File: config.mk
export PLATFORM = sky130hd
export DESIGN_NAME = i281_run_control_flat
export DESIGN_NICKNAME = d
export VERILOG_FILES = /design/src/rtl/i281_pkg.sv /design/src/rtl/i281_run_control_if.sv /design/src/rtl/i281_debouncer.sv /design/src/rtl/i281_run_control.sv /design/src/flat_wrapper.sv
export SDC_FILE = /design/constraint.sdc
export NUM_CORES = 1
export LEC_CHECK = 0
export BUFFER_PORTS_ARGS = -buffer_cell sky130_fd_sc_hd__buf_4
export CAP_MARGIN = 10
export CORE_ASPECT_RATIO = 1.4
export CORE_MARGIN = 3
export CORE_UTILIZATION = 57
export DETAILED_ROUTE_END_ITERATION = 16
export HOLD_SLACK_MARGIN = 0.12
export PLACE_DENSITY = 0.88
export SYNTH_ARGS = -nofsm -noshare
export SYNTH_HDL_FRONTEND = slang
export SYNTH_HIERARCHICAL = 1
export SYNTH_SLANG_ARGS = --single-unit
File: constraint.sdc
create_clock -name clock -period 2.2 [get_ports clock]
set_input_delay 0.11 -clock clock [delete_from_list [all_inputs] [get_ports clock]]
set_output_delay 0.11 -clock clock [all_outputs]
set_load 0.1 [all_outputs]
File: src/rtl/i281_pkg.sv
// Shared encodings and widths for the i281 run-control block.
package i281_pkg;

  typedef enum logic [1:0] {
    MODE_IDLE   = 2'd0,
    MODE_RUN    = 2'd1,
    MODE_STEP   = 2'd2,
    MODE_HALTED = 2'd3
  } mode_t;

  localparam int EN_CNT_W   = 16;
  localparam int STAB_CNT_W = 16;

endpackage

File: src/rtl/i281_run_control_if.sv
// Board/CPU-facing signal bundle of the run controller.
interface i281_run_control_if;
  import i281_pkg::*;

  logic                run_sw;
  logic                step_btn;
  logic                halt_req;
  logic                cpu_en;
  logic [1:0]          mode;
  logic [EN_CNT_W-1:0] en_count;

  modport master (
    output run_sw, step_btn, halt_req,
    input  cpu_en, mode, en_count
  );

  modport slave (
    input  run_sw, step_btn, halt_req,
    output cpu_en, mode, en_count
  );

endinterface

File: src/rtl/i281_debouncer.sv
// Two-flop synchronizer followed by a stability-counter debouncer.
module i281_debouncer
  import i281_pkg::*;
#(
  parameter int DEBOUNCE_CYCLES = 4
) (
  input  logic clock,
  input  logic reset,
  input  logic raw,
  output logic db
);

  localparam logic [STAB_CNT_W-1:0] LAST_CNT = STAB_CNT_W'(DEBOUNCE_CYCLES - 1);

  logic                  sync_p0;
  logic                  sync_p1;
  logic [STAB_CNT_W-1:0] stab_cnt;
  logic                  db_q;

  // Stage p0/p1: metastability guard on the raw board level.
  always_ff @(posedge clock or negedge reset) begin
    if (!reset) begin
      sync_p0 <= 1'b0;
      sync_p1 <= 1'b0;
    end else begin
      sync_p0 <= raw;
      sync_p1 <= sync_p0;
    end
  end

  // The output flips on the cycle the mismatch run reaches DEBOUNCE_CYCLES.
  always_ff @(posedge clock or negedge reset) begin
    if (!reset) begin
      stab_cnt <= '0;
      db_q     <= 1'b0;
    end else if (sync_p1 != db_q) begin
      if (stab_cnt == LAST_CNT) begin
        stab_cnt <= '0;
        db_q     <= sync_p1;
      end else begin
        stab_cnt <= stab_cnt + 1'b1;
      end
    end else begin
      stab_cnt <= '0;
    end
  end

  assign db = db_q;

endmodule

File: src/rtl/i281_run_control.sv
// Run/step/halt sequencer that produces the i281 CPU clock-enable.
module i281_run_control
  import i281_pkg::*;
#(
  parameter int DEBOUNCE_CYCLES = 4
) (
  input  logic               clock,
  input  logic               reset,
  i281_run_control_if.slave  bus
);

  logic                run_db;
  logic                step_db;
  logic                step_db_q;
  logic                step_rise;
  mode_t               state_q;
  mode_t               state_d;
  logic                cpu_en_q;
  logic [EN_CNT_W-1:0] en_count_q;

  function automatic logic [EN_CNT_W-1:0] sat_inc(input logic [EN_CNT_W-1:0] v);
    return (v == {EN_CNT_W{1'b1}}) ? v : v + 1'b1;
  endfunction

  i281_debouncer #(.DEBOUNCE_CYCLES(DEBOUNCE_CYCLES)) u_run_db (
    .clock (clock),
    .reset (reset),
    .raw   (bus.run_sw),
    .db    (run_db)
  );

  i281_debouncer #(.DEBOUNCE_CYCLES(DEBOUNCE_CYCLES)) u_step_db (
    .clock (clock),
    .reset (reset),
    .raw   (bus.step_btn),
    .db    (step_db)
  );

  // Edge history is tracked in every state, so presses outside IDLE are dropped.
  assign step_rise = step_db & ~step_db_q;

  always_comb begin
    state_d = state_q;
    unique case (state_q)
      MODE_IDLE: begin
        if (run_db)         state_d = MODE_RUN;
        else if (step_rise) state_d = MODE_STEP;
      end
      MODE_RUN: begin
        if (bus.halt_req)   state_d = MODE_HALTED;
        else if (!run_db)   state_d = MODE_IDLE;
      end
      MODE_STEP: begin
        state_d = bus.halt_req ? MODE_HALTED : MODE_IDLE;
      end
      MODE_HALTED: begin
        if (!run_db && !step_db) state_d = MODE_IDLE;
      end
      default: state_d = MODE_IDLE;
    endcase
  end

  // Enable is registered from the next state so it tracks mode edge-for-edge.
  always_ff @(posedge clock or negedge reset) begin
    if (!reset) begin
      state_q    <= MODE_IDLE;
      cpu_en_q   <= 1'b0;
      step_db_q  <= 1'b0;
      en_count_q <= '0;
    end else begin
      state_q    <= state_d;
      cpu_en_q   <= (state_d == MODE_RUN) || (state_d == MODE_STEP);
      step_db_q  <= step_db;
      if (cpu_en_q) en_count_q <= sat_inc(en_count_q);
    end
  end

  assign bus.cpu_en   = cpu_en_q;
  assign bus.mode     = state_q;
  assign bus.en_count = en_count_q;

endmodule

File: src/flat_wrapper.sv
// flat-port wrapper written by rule: the top's interface ports become plain ports
module i281_run_control_flat import i281_pkg::*;
#(
  parameter int DEBOUNCE_CYCLES = 4
)
  (clock, reset, bus_run_sw, bus_step_btn, bus_halt_req, bus_cpu_en, bus_mode, bus_en_count);
  i281_run_control_if bus_i ();
  input  logic clock;
  input  logic reset;
  input wire logic [$bits(bus_i.run_sw)-1:0] bus_run_sw;
  input wire logic [$bits(bus_i.step_btn)-1:0] bus_step_btn;
  input wire logic [$bits(bus_i.halt_req)-1:0] bus_halt_req;
  output wire logic [$bits(bus_i.cpu_en)-1:0] bus_cpu_en;
  output wire logic [$bits(bus_i.mode)-1:0] bus_mode;
  output wire logic [$bits(bus_i.en_count)-1:0] bus_en_count;
  assign bus_i.run_sw = bus_run_sw;
  assign bus_i.step_btn = bus_step_btn;
  assign bus_i.halt_req = bus_halt_req;
  assign bus_cpu_en = bus_i.cpu_en;
  assign bus_mode = bus_i.mode;
  assign bus_en_count = bus_i.en_count;
  i281_run_control #(.DEBOUNCE_CYCLES(DEBOUNCE_CYCLES)) u_core (.clock(clock), .reset(reset), .bus(bus_i));
endmodule
[After elaboration in Yosys (flattened, before gate mapping)]
Cells that the tools add are included.
Word-level totals
  input port bits: 5
  register bits after elaboration: 58
  output and inout port bits: 19
Operators by class
  equality and inequality tests: 10
  bitwise gates (word level): 3
  $add $sub $neg: 3
  reductions and logical operators: 8
  muxes and demuxes: 11
Operator list (number)
  16-bit two-way mux: 4
  16-bit by 1-bit adder with 16-bit output (second input constant): 3
  16-bit by 2-bit equality test with 1-bit output (second input constant): 2
  16-bit equality test (second input constant): 1
  2-bit two-way mux: 6
  2-bit one-hot mux with 4 select lines: 1
  2-bit equality test (second input constant): 3
  2-bit AND reduction: 3
  2-bit by 1-bit equality test with 1-bit output (second input constant): 2
  1-bit zero test: 2
  2-bit zero test: 1
  1-bit inequality test: 2
  1-bit NOT: 2
  1-bit bitwise AND: 1
  1-bit logical AND: 1
  1-bit logical OR: 1

[Logic depth before layout (Yosys ltp)]
  word-level depth: 7
  depth in mapped cells: 6
  mapped depth without buffers: 5

[Hierarchy]
Netlist, hierarchy kept.
Modules (own cells, without submodules)
  i281_debouncer: times used 2, sequential area each 475.5 µm², area each 905.9 µm², cells each 84
  i281_run_control: times used 1, sequential area each 500.5 µm², area each 963.4 µm², cells each 88

[Worst setup path before layout]
No wires, ideal clock.
  path kind: register to register
  start point: register u_core.en_count_q[0] (netlist: u_core/bus.en_count[0])
  end point: register u_core.en_count_q[1] (netlist: u_core/bus.en_count[1])
  clock period less this slack: 2.448 ns
  path slack: -0.248 ns
  data required time: 2.074 ns
  cell stages (with the launch flop): 7
  arrival time: 2.322 ns
  setup time: 0.126 ns
  cell sequence: dfrtp_1 -> ha_1 -> nand4_1 -> or4_1 -> buf_6 -> nand2_4 -> mux2_4
On the way
  longest elaborated chain between the ends: 3
Ends and longest elaborated chain
  start: declaration: line i281_run_control.sv:19  | logic [EN_CNT_W-1:0] en_count_q;
  start signal: assignment: line i281_run_control.sv:74  | if (cpu_en_q) en_count_q <= sat_inc(en_count_q);
  branches (longest 3 deep; another with 16-bit by 1-bit adder with 16-bit output)
Parallel ways; which one is timed is not known.
A chain may end at the register's enable or synchronous reset.

[Worst setup path after layout]
Same ends and word-level chain as after synthesis.

==> results.json <==
{
  "worst_setup_hold_path_clk_slew_ns": 0.07,
  "synth_top_family_by_area": "simple AND/OR/NAND/NOR gates",
  "yosys.cell_count.top_type": "dfrtp_1",
  "critical_path_class": "reg -> reg",
  "setup_violations": 0,
  "initial_core_util_pct": 60.2,
  "sw_frac_of_total_pct": 41.8,
  "arrival_ns": 1.98,
  "syn_nets": 264,
  "post-route-drc-count": 0,
  "total_power_mw": 3.82,
  "cts_resized": 0,
  "ant_nets": 0,
  "syn-cell-area_mm2": 0.00278,
  "num_rows": 29,
  "routed_wl_um": 5240,
  "synth-simple-area-share_pct": 25.7,
  "dp.cells": 340,
  "cts_made_buffers": 9,
  "period_share_pct": 79.8,
  "synth_area_per_cell_um2": 10.8,
  "clock_latency_ns": 0.34,
  "switchingPower_mw": 1.60,
  "start_kind": "flip-flop",
  "worst-path-max-fanout": 4,
  "routed-via-count": 2039,
  "synth.area.top_cells": "dfrtp_1 52%, xnor2_1 9.5%, nor2_1 3.5%",
  "synth-xor-area-share_pct": 12.0,
  "cts_hold_buf": 4,
  "grt_setup_unrepaired": "no",
  "tns_ns": 0,
  "stdcell_count": 360,
  "synthTopCellsByCount": "58 x dfrtp_1, 30 x xnor2_1, 26 x nor2_1",
  "pwr-share-seq_pct": 37.5,
  "synth.largest_area_cell": "dfrtp_1",
  "finalNetCount": 301,
  "reg2reg_slack_ns": 0.44,
  "ys_types": 36,
  "tightest_slew_ns": 0.692,
  "grt_pass1_vias": 2037,
  "drt_iter0_drc": 138,
  "ys_ff_latch": 58,
  "utilization_pct": 71.5,
  "grt_max_degree": 59,
  "synth_compound_area_share_pct": 3.29,
  "coreArea_mm2": 0.00461,
  "antenna_cells": 0,
  "grt_overflow": 0,
  "skew_ns": 0.00792,
  "p_leak_nw": 1.40,
  "ir_drop_mv": 1.08,
  "grt_pass1_wl_um": 8890,
  "async_reset_ff_share_pct": 100,
  "clock.fmax_mhz": 569,
  "status": "finished clean",
  "gp_congestion": 0.828,
  "power.share.combinational_pct": 33.7,
  "drive_gt1_share_pct": 28.2,
  "hold_path_class": "reg -> reg",
  "synth_cells": 256,
  "p_clk_share_pct": 28.8,
  "vias_per_cell": 5.66,
  "cts_setup_buffers": 0,
  "root_buffer": "clkbuf_8",
  "internal_power_mw": 2.23,
  "seq_area_frac_synth_pct": 52.3,
  "die_w_um": 65.0,
  "fp.dieH_um": 88.6,
  "wl_per_cell_um": 14.5,
  "dp_hpwl_um": 3470,
  "io_pins": 24,
  "antenna_found_initial": 0,
  "grt_use_total_pct": 20.5,
  "cts_sinks": 58,
  "drv_slew": 0,
  "synth-adder-area-share_pct": 1.35,
  "final_hold_viol_count": 0,
  "yosys_warnings": 6,
  "synth_flop_cell": "dfrtp_1",
  "clockBufferDepth": 2,
  "die-area_mm2": 0.00575,
  "drv_cap": 0,
  "syn2layout_area_growth_pct": 18.8,
  "slew-limit-headroom_pct": 53.9,
  "hold_ws_ns": 0.355,
  "synth-edff-count": 0,
  "cts_tree": "built",
  "finalCriticalPeriod_ns": 1.76,
  "netlist.area_leader.share_pct": 52.3,
  "end_kind": "flip-flop",
  "io_buffers": 23,
  "powerDensity_mw_per_mm2": 1160,
  "synth.area.mux_share_pct": 2.98,
  "h-tree-depth": 3,
  "first_pass_iters": 4,
  "worst_ep_required_time_ns": 2.43
}
-- registers in the layout (all words and copies together) (netlist names) --
register,cells
u_core/u_run_db/sync_p0,1
u_core/u_step_db/sync_p1,1
u_core/u_run_db/stab_cnt,16
u_core/u_step_db/db,1
u_core/step_db_q,1
u_core/bus.en_count,16
u_core/u_step_db/sync_p0,1
u_core/u_run_db/db,1
u_core/u_step_db/stab_cnt,16
u_core/bus.cpu_en,1
u_core/u_run_db/sync_p1,1
u_core/bus.mode,2
-- cell usage in the layout, fill, tap and decap left out, types with 9 or more instances in the layout --
| cell type | instances |
|---|---|
| nand4_1 | 11 |
| buf_4 | 27 |
| clkbuf_8 | 9 |
| xnor2_1 | 30 |
| nand3_1 | 18 |
| nand2_1 | 14 |
| nor2_1 | 26 |
| dfrtp_2 | 15 |
| nor4_1 | 13 |
| dfrtp_1 | 43 |
-- cells by family after synthesis --
kind of cell	Yosys count
and+or+nand+nor	124
muxes	7
adders and majority gates	3
buffers and inverters	11
DFF	58
xor gates and xnor gates	38
AOI/OAI and AO/OA	15
-- power groups by stage --
stage | registers (mW) | clock network [mW] | logic [mW]
finish | 1.43 | 1.10 | 1.29
global route | 1.46 | 1.18 | 1.37
CTS | 1.43 | 1.14 | 1.29
detailed placement | 1.45 | 0 | 1.28
global placement | 1.44 | 0 | 1.25
floorplan | 1.97 | 0 | 0.471
-- cell type report --
class | instances | area, µm²
repair buffers | 31 | 243
flip-flops and latches | 58 | 1470
well taps | 62 | 77.6
multi-input cells | 187 | 1260
clock buffers | 9 | 124
fillers | 313 | 1310
clock inverters | 7 | 103
inverters | 6 | 22.5
-- final timing paths --
kind                                                     from                             endpoint  cells past startpoint
setup / recovery           u_core/bus.en_count[0]$_DFFE_PN0P_   u_core/bus.en_count[1]$_DFFE_PN0P_                      5
hold / removal             u_core/u_step_db/sync_p0$_DFF_PN0_   u_core/u_step_db/sync_p1$_DFF_PN0_                      0
setup reg to reg           u_core/bus.en_count[0]$_DFFE_PN0P_   u_core/bus.en_count[1]$_DFFE_PN0P_                      5
hold reg to reg            u_core/u_step_db/sync_p0$_DFF_PN0_   u_core/u_step_db/sync_p1$_DFF_PN0_                      0
max in group asynchronous                               reset   u_core/bus.en_count[2]$_DFFE_PN0P_                      2
min in group asynchronous                               reset  u_core/bus.en_count[11]$_DFFE_PN0P_                      2
-- per-stage QoR --
step	instance area [µm²]	worst slack [ns]
after floorplan	2790	0.0346
after global placement	3030	0.542
after detailed placement	3030	0.509
after CTS	3300	0.464
after global routing	3300	0.326
final	3300	0.444
-- worst max-delay path: stages, from the launching register on --
cell,delay (ns)
dfrtp_2,0.40
ha_1,0.22
nand4_1,0.11
or4_1,0.50
nand2_4,0.12
mux2_4,0.30
-- metal layers --
metal | part of all wire [%] | global-route usage [%] | up-vias
li1 | - | - | 990
met1 | 42 | 23.0 | 1015
met2 | 53 | 35.3 | 28
met3 | 3.7 | 6.99 | 6
met4 | 0.99 | 9.04 | 0
met5 | 0 | 0 | -
No activity file was read; power rests on OpenSTA's default activity.
